File: src/rtl/demux_pkg.sv
// Shared parameters and types for the serial-to-parallel receive path.
package demux_pkg;
    localparam int WIDTH = 4;
    localparam int SEL_W = $clog2(WIDTH);

    localparam logic MODE_AUTO   = 1'b0;
    localparam logic MODE_DIRECT = 1'b1;

    typedef logic [SEL_W-1:0] sel_t;
endpackage

File: src/rtl/demux_deser_sel_counter.sv
// Mod-WIDTH lane counter; a clear that coincides with an enable counts lane 0 as consumed.
module sel_counter
    import demux_pkg::*;
(
    input  logic clk,
    input  logic rst,
    input  logic clr,
    input  logic en,
    output sel_t cnt,
    output logic last
);
    sel_t r_cnt;

    always_ff @(posedge clk) begin
        if (rst) begin
            r_cnt <= '0;
        end else if (clr) begin
            r_cnt <= en ? sel_t'(1) : '0;
        end else if (en) begin
            r_cnt <= last ? '0 : r_cnt + sel_t'(1);
        end
    end

    assign cnt  = r_cnt;
    assign last = (r_cnt == sel_t'(WIDTH - 1));
endmodule

File: src/rtl/demux_deser.sv
// Rebuilds a WIDTH-bit word from a serial mux stream (AUTO) or acts as a
// registered 1:WIDTH demux steered by an external select (DIRECT).
module demux_deser
    import demux_pkg::*;
(
    input  logic             clk,
    input  logic             rst,
    input  logic             y_in,
    input  logic             y_valid,
    input  logic             mode,
    input  logic [SEL_W-1:0] s,
    output logic [WIDTH-1:0] t,
    output logic [SEL_W-1:0] s_cur,
    output logic             word_valid,
    input  logic             word_ack,
    output logic             overrun
);
    logic [WIDTH-1:0] r_shadow;
    logic [WIDTH-1:0] r_t;
    logic             r_word_valid;
    logic             r_overrun;
    logic             r_prev_mode;

    logic             w_auto;
    logic             w_mode_chg;
    logic             w_clr;
    logic             w_en;
    logic             w_last;
    logic             w_complete;
    sel_t             w_cnt;

    assign w_auto     = (mode == MODE_AUTO);
    assign w_mode_chg = (mode != r_prev_mode);
    // DIRECT keeps the counter parked at 0 so AUTO always restarts on lane 0.
    assign w_clr      = w_mode_chg | ~w_auto;
    assign w_en       = y_valid & w_auto;
    assign w_complete = w_en & w_last & ~w_mode_chg;

    sel_counter u_sel_counter (
        .clk  (clk),
        .rst  (rst),
        .clr  (w_clr),
        .en   (w_en),
        .cnt  (w_cnt),
        .last (w_last)
    );

    always_ff @(posedge clk) begin
        if (rst) begin
            r_prev_mode <= MODE_AUTO;
        end else begin
            r_prev_mode <= mode;
        end
    end

    // On a mode change into AUTO the incoming bit is still captured, as lane 0.
    always_ff @(posedge clk) begin
        if (rst) begin
            r_shadow <= '0;
        end else if (w_clr) begin
            r_shadow <= '0;
            if (w_en) begin
                r_shadow[0] <= y_in;
            end
        end else if (w_en && !w_last) begin
            r_shadow[w_cnt] <= y_in;
        end
    end

    always_ff @(posedge clk) begin
        if (rst) begin
            r_t <= '0;
        end else if (w_complete) begin
            r_t <= {y_in, r_shadow[WIDTH-2:0]};
        end else if (!w_auto && y_valid) begin
            r_t[s] <= y_in;
        end
    end

    always_ff @(posedge clk) begin
        if (rst) begin
            r_word_valid <= 1'b0;
        end else if (!w_auto || w_mode_chg) begin
            r_word_valid <= 1'b0;
        end else if (w_complete) begin
            r_word_valid <= 1'b1;
        end else if (word_ack && r_word_valid) begin
            r_word_valid <= 1'b0;
        end
    end

    always_ff @(posedge clk) begin
        if (rst) begin
            r_overrun <= 1'b0;
        end else if (w_complete && r_word_valid && !word_ack) begin
            r_overrun <= 1'b1;
        end
    end

    assign t          = r_t;
    assign s_cur      = w_cnt;
    assign word_valid = r_word_valid;
    assign overrun    = r_overrun;
endmodule

File: config.mk
export PLATFORM = sky130hd
export DESIGN_NAME = demux_deser
export DESIGN_NICKNAME = d
export VERILOG_FILES = /design/src/rtl/demux_pkg.sv /design/src/rtl/demux_deser_sel_counter.sv /design/src/rtl/demux_deser.sv
export SDC_FILE = /design/constraint.sdc
export NUM_CORES = 1
export LEC_CHECK = 0
export ABC_AREA = 1
export CORE_UTILIZATION = 30
export DETAILED_ROUTE_END_ITERATION = 8
export PLACE_DENSITY = 0.6
export SKIP_CTS_REPAIR_TIMING = 1
export SYNTH_ARGS = -nofsm -noshare
export SYNTH_HDL_FRONTEND = slang
export SYNTH_SLANG_ARGS = --single-unit
File: constraint.sdc
create_clock -name clk -period 2.3 [get_ports clk]
set_input_delay 0.69 -clock clk [delete_from_list [all_inputs] [get_ports clk]]
set_output_delay 0.69 -clock clk [all_outputs]
set_load 0.05 [all_outputs]
==> impl_metrics.py, run 1 <==
metrics = {
    "global_routing": {
        "grt_usage_pct": 13.0,
        "grt_pass1_wl_um": 2500,
        "antenna_found_initial": 0,
        "grt_overflow_total": 0,
        "grt_max_degree": 8,
        "first_global_vias": 577,
    },
    "worst_setup_path": {
        "critical_path_buf_inv_count": 1,
        "path_cells": "clkdlybuf4s50_1",
        "crit_fanout": 4,
        "crit_arrival_ns": 1.49,
        "crit_slowest_cell": "clkdlybuf4s50_1",
        "crit_required_ns": 1.61,
        "endpoint_kind": "primary output",
        "critical_path_class": "reg -> out",
        "critPathLaunchType": "flop",
        "cpPeakStageDelay_ns": 0.82,
        "path_delay_family": "buffers and inverters",
    },
    "synth": {
        "avgSynthCellArea_um2": 6.60,
        "syn_inst": 114,
        "yosys.cell_count.top_type": "nand2_1",
        "async_flop_share_pct": 0,
        "yosys-top-cells-area": "dfxtp_1 32%, nand2_1 14%, nor2_1 9.0%",
        "syn_area_um2": 752,
        "synth_common_cells": "29 x nand2_1, 18 x nor2_1, 15 x inv_1",
        "yosys_warnings": 0,
        "syn_nets": 127,
        "synth_top_flop_cell": "dfxtp_1",
        "ys_ff_latch": 12,
        "synth-edff-count": 0,
        "yosysTopAreaCell": "dfxtp_1",
        "synth_top_area_share_pct": 31.9,
        "synth_cell_types": 19,
        "synth-seq-area-share_pct": 31.9,
    },
    "pwr": {
        "seq_power_share_pct": 43.2,
        "p_sw_w": 0.000154,
        "ir_worst_vdd_mv": 0.317,
        "p_int_w": 0.000355,
        "power_leakage_nw": 0.485,
        "pwr-share-clk_pct": 35.4,
        "power_density_mw_per_mm2": 509,
        "swShare_pct": 30.2,
        "combPwrFrac_pct": 21.4,
    },
    "detailed_routing": {
        "drt_pre_antenna_iters": 4,
        "ant_nets": 0,
        "drtIter0Drc": 12,
        "vias_per_cell": 4.34,
        "routed-via-count": 711,
        "drt-wirelength-per-cell_um": 9.51,
        "drc": 0,
        "routed_wirelength_um": 1560,
    },
    "clock_network": {
        "htreeDepth": 1,
        "clock-sinks": 12,
        "clk_pin_slew_worst_paths_ns": 0.09,
        "clk_latency_ns": 0.28,
        "clockBufferDepth": 2,
        "tritoncts": "done",
        "cts_root_buffer": "clkbuf_4",
        "numCtsBuffers": 3,
    },
    "finish": {
        "area_delta_synth_final_pct": 32.8,
        "nFillCells": 243,
        "drive_gt1_share_pct": 16.9,
        "utilization_pct": 43.5,
        "diodes": 0,
        "nets": 150,
    },
    "sta": {
        "fmax_mhz": 459,
        "period_share_pct": 94.7,
        "setup_viol": 0,
        "rsz0062_at_grt": "no",
        "tns_ns": 0,
        "finalMaxSlewViolations": 0,
        "worst_pin_slew_ns": 0.498,
        "fin_skew_ns": 0.00109,
        "hold_viol": 0,
        "min_period_ns": 2.18,
        "slew_headroom_pct": 66.7,
    },
    "floorplanning": {
        "pin_count": 16,
        "fp.dieH_um": 52.1,
        "die_width_um": 52.1,
        "floorplan.rows": 17,
        "core_mm2": 0.00230,
        "initial_utilization_pct": 32.7,
        "die_area_mm2": 0.00271,
    },
    "flow_run": {
        "maxCapViolCount": 0,
    },
    "run_status": {
        "run_status": "completed",
    },
    "place": {
        "portBuffers": 15,
        "place_congestion": 0.783,
        "hpwlAfterDp_um": 1210,
    },
    "worst_hold_path": {
        "hp-class": "reg -> reg",
    },
}
## power groups by stage
| stage | clock network [W] | logic, W | registers [W] |
|---|---|---|---|
| 5_1_grt | 0.000197 | 0.000119 | 0.000221 |
| 2_1_floorplan | 0 | 0.0000509 | 0.000242 |
| 6_report | 0.000180 | 0.000109 | 0.000220 |
| 4_1_cts | 0.000187 | 0.000109 | 0.000220 |
| 3_3_place_gp | 0 | 0.000108 | 0.000225 |
| 3_5_place_dp | 0 | 0.000109 | 0.000225 |
## state kept, by name (all words and copies together), names as in the netlist
name               flops
overrun                1
r_prev_mode            1
r_shadow               3
t                      4
u_sel_counter.cnt      2
word_valid             1
## metal layers
metal / GRT usage, % / up-vias / routed length [um]
met5: 0 / - / 0
met4: 4.05 / 0 / 9
met3: 6.43 / 2 / 113
met2: 18.8 / 21 / 643
met1: 16.6 / 296 / 793
li1: - / 392 / -
## cell type report
type                    instances  area (um2)  area share [%]
clock buffers                   4        36.3            3.63
repair buffers                 18         175            17.5
flip-flops and latches         12         240            24.1
multi-input cells              83         440            44.1
inverters                      19        71.3            7.14
well taps                      28        35.0            3.51
## metrics by stage
step	setup WS, ns	power (W)	hold slack, ns	instance area (um2)	cells
2_1_floorplan	0.660	0.000293	0.452	752	114
3_5_place_dp	0.115	0.000334	0.457	960	160
3_3_place_gp	0.141	0.000333	0.450	960	160
6_report	0.123	0.000509	0.469	998	164
5_1_grt	0.0573	0.000537	0.494	998	164
4_1_cts	0.0321	0.000516	0.471	996	164
## placed cells by master, fill, tap and decap left out
cell,count
inv_1,15
clkbuf_4,3
nand2_2,3
o21ai_0,2
dlymetal6s2s_1,1
nand3_2,1
o21ai_2,1
nor2_1,18
nand3_1,11
nor2_2,1
a21oi_1,4
nand2_1,29
or2_2,1
nor2_4,3
ha_1,5
o21ai_1,1
dfxtp_1,12
buf_4,3
clkdlybuf4s50_1,14
clkbuf_8,1
a21oi_2,1
o21a_1,1
nand2_4,1
inv_2,4
## cell families after synthesis
group / share of synthesized area, %
AOI/OAI and AO/OA: 7.99
adders and majority gates: 8.32
buffers and inverters: 9.48
DFF: 31.9
and+or+nand+nor: 42.3
## worst register-to-register path, cell delays in order (launching register included)
cell and delay, ns:
dfxtp_1 0.43, ha_1 0.34, inv_2 0.07, nor2_4 0.14, nand2_4 0.09, nand2_1 0.06, nand2_1 0.05, nor2_1 0.08
nor2_1 0.05
## worst paths after layout
check                               startpoint                   end  slack (ns)  cells past startpoint
max          u_sel_counter.cnt[1]$_SDFFE_PP0P_              s_cur[1]        0.12                      1
min                       overrun$_SDFFE_PP0P_  overrun$_SDFFE_PP0P_        0.47                      2
max reg2reg  u_sel_counter.cnt[0]$_SDFFE_PP0P_     t[2]$_SDFFE_PP0P_        0.89                      8
min reg2reg               overrun$_SDFFE_PP0P_  overrun$_SDFFE_PP0P_        0.47                      2
(Power assumes the default switching activity.)
==> inputs of run 2 (changes only) <==
CORE_ASPECT_RATIO = 1.2   (was default)
==> impl_metrics.py, run 2 (synthesis gave the netlist of run 1 again) <==
metrics = {
    "sta": {
        "finalMaxSlewViolations": 0,
        "setup_viol": 0,
        "setup_ws_ns": 0.138,
        "slew_headroom_pct": 66.8,
        "min_period_ns": 2.16,
        "tns_ns": 0,
        "rsz0062_at_grt": "no",
        "worst_pin_slew_ns": 0.496,
        "period_share_pct": 94.0,
        "hold_viol": 0,
        "fmax_mhz": 462,
        "fin_skew_ns": 0.000876,
        "hold_slack_ns": 0.467,
    },
    "clock_network": {
        "numCtsBuffers": 3,
        "cts_root_buffer": "clkbuf_4",
        "tritoncts": "done",
        "clock-sinks": 12,
        "htreeDepth": 1,
        "clockBufferDepth": 2,
        "clk_latency_ns": 0.27,
        "clk_pin_slew_worst_paths_ns": 0.08,
    },
    "finish": {
        "area_delta_synth_final_pct": 30.6,
        "nFillCells": 257,
        "final_cell_mix": "29 x nand2_1, 18 x nor2_1, 15 x inv_1",
        "utilization_pct": 42.2,
        "drive_gt1_share_pct": 16.4,
        "mostFrequentLayoutCell": "nand2_1",
        "diodes": 0,
        "nets": 148,
        "largest_reg_flops": 4,
    },
    "flow_run": {
        "maxCapViolCount": 0,
    },
    "detailed_routing": {
        "routed_wirelength_um": 1580,
        "routed-via-count": 742,
        "drtIter0Drc": 10,
        "vias_per_cell": 4.50,
        "drt_pre_antenna_iters": 4,
        "drt-wirelength-per-cell_um": 9.56,
        "drc": 0,
        "ant_nets": 0,
    },
    "worst_setup_path": {
        "path_delay_family": "buffers and inverters",
        "r2r_cells": 8,
        "path_cells": "clkdlybuf4s50_1",
        "startpoint": "u_sel_counter.cnt[1]$_SDFFE_PP0P_",
        "critical_path_class": "reg -> out",
        "crit_slowest_cell": "clkdlybuf4s50_1",
        "crit_fanout": 4,
        "crit_arrival_ns": 1.47,
        "r2r_end": "t[0]$_SDFFE_PP0P_",
        "crit_end": "s_cur[1]",
        "endpoint_kind": "primary output",
        "r2r_slack_ns": 0.87,
        "reg2reg_from": "u_sel_counter.cnt[0]$_SDFFE_PP0P_",
        "crit_required_ns": 1.61,
        "crit_cells": 1,
        "critical_path_buf_inv_count": 1,
        "cpPeakStageDelay_ns": 0.82,
        "critPathLaunchType": "flop",
    },
    "place": {
        "hpwlAfterDp_um": 1280,
        "post-place-ws_ns": 0.0794,
        "portBuffers": 15,
        "place_congestion": 0.857,
    },
    "floorplanning": {
        "core_mm2": 0.00233,
        "initial_utilization_pct": 32.3,
        "pin_count": 16,
        "die_width_um": 47.7,
        "floorplan.rows": 19,
        "die_area_mm2": 0.00271,
        "fp.dieH_um": 56.8,
    },
    "worst_hold_path": {
        "hp-class": "reg -> reg",
    },
    "global_routing": {
        "first_global_vias": 713,
        "grt_usage_pct": 13.9,
        "grt_overflow_total": 0,
        "grt_max_degree": 8,
        "antenna_found_initial": 0,
        "grt_pass1_wl_um": 2730,
    },
    "pwr": {
        "total_power_w": 0.000497,
        "ir_worst_vdd_mv": 0.253,
        "power_density_mw_per_mm2": 506,
        "power_leakage_nw": 0.460,
    },
    "run_status": {
        "run_status": "completed",
    },
}
==> run 2: changes by cell type in the layout (fill, tap and decap cells not counted) <==
| cell | previous run | this run |
|---|---|---|
| buf_4 | 3 | 2 |
| dlymetal6s2s_1 | 1 | 0 |
==> run 2: layer usage <==
layer	track usage (%)	routed length, um
met1	16.4	732
met2	21.6	726
met3	1.93	45
met4	9.92	72
met5	0	0
==> run 2: metrics by stage <==
step | area [um2] | instances
6_report | 982 | 165
5_1_grt | 982 | 165
4_1_cts | 982 | 165
3_5_place_dp | 946 | 161
3_3_place_gp | 946 | 161
2_1_floorplan | 752 | 114
==> run 2: layout make-up <==
class	instances	area, um2	share of cell area [%]
inverter	19	71.3	7.26
timing repair buffer	16	155	15.8
clock buffer	4	36.3	3.69
multi-input combinational	83	440	44.8
sequential	12	240	24.5
tap	31	38.8	3.95
==> run 2: worst min path at each step <==
| stage | from | depth (start not counted) | slack (ns) | endpoint |
|---|---|---|---|---|
| floorplan | r_shadow[1]$_SDFFE_PP0P_ | 2 | 0.45 | r_shadow[1]$_SDFFE_PP0P_ |
| global placement | overrun$_SDFFE_PP0P_ | 2 | 0.45 | overrun$_SDFFE_PP0P_ |
| detailed placement | overrun$_SDFFE_PP0P_ | 2 | 0.46 | overrun$_SDFFE_PP0P_ |
| CTS | overrun$_SDFFE_PP0P_ | 2 | 0.47 | overrun$_SDFFE_PP0P_ |
| global route | overrun$_SDFFE_PP0P_ | 2 | 0.49 | overrun$_SDFFE_PP0P_ |
| finish | overrun$_SDFFE_PP0P_ | 2 | 0.47 | overrun$_SDFFE_PP0P_ |
==> run 2: power by group <==
part	internal (W)	switching (W)	total, W
Combinational	0.0000406	0.0000652	0.000106
Clock	0.0000963	0.0000746	0.000171
Sequential	0.000215	0.00000504	0.000220
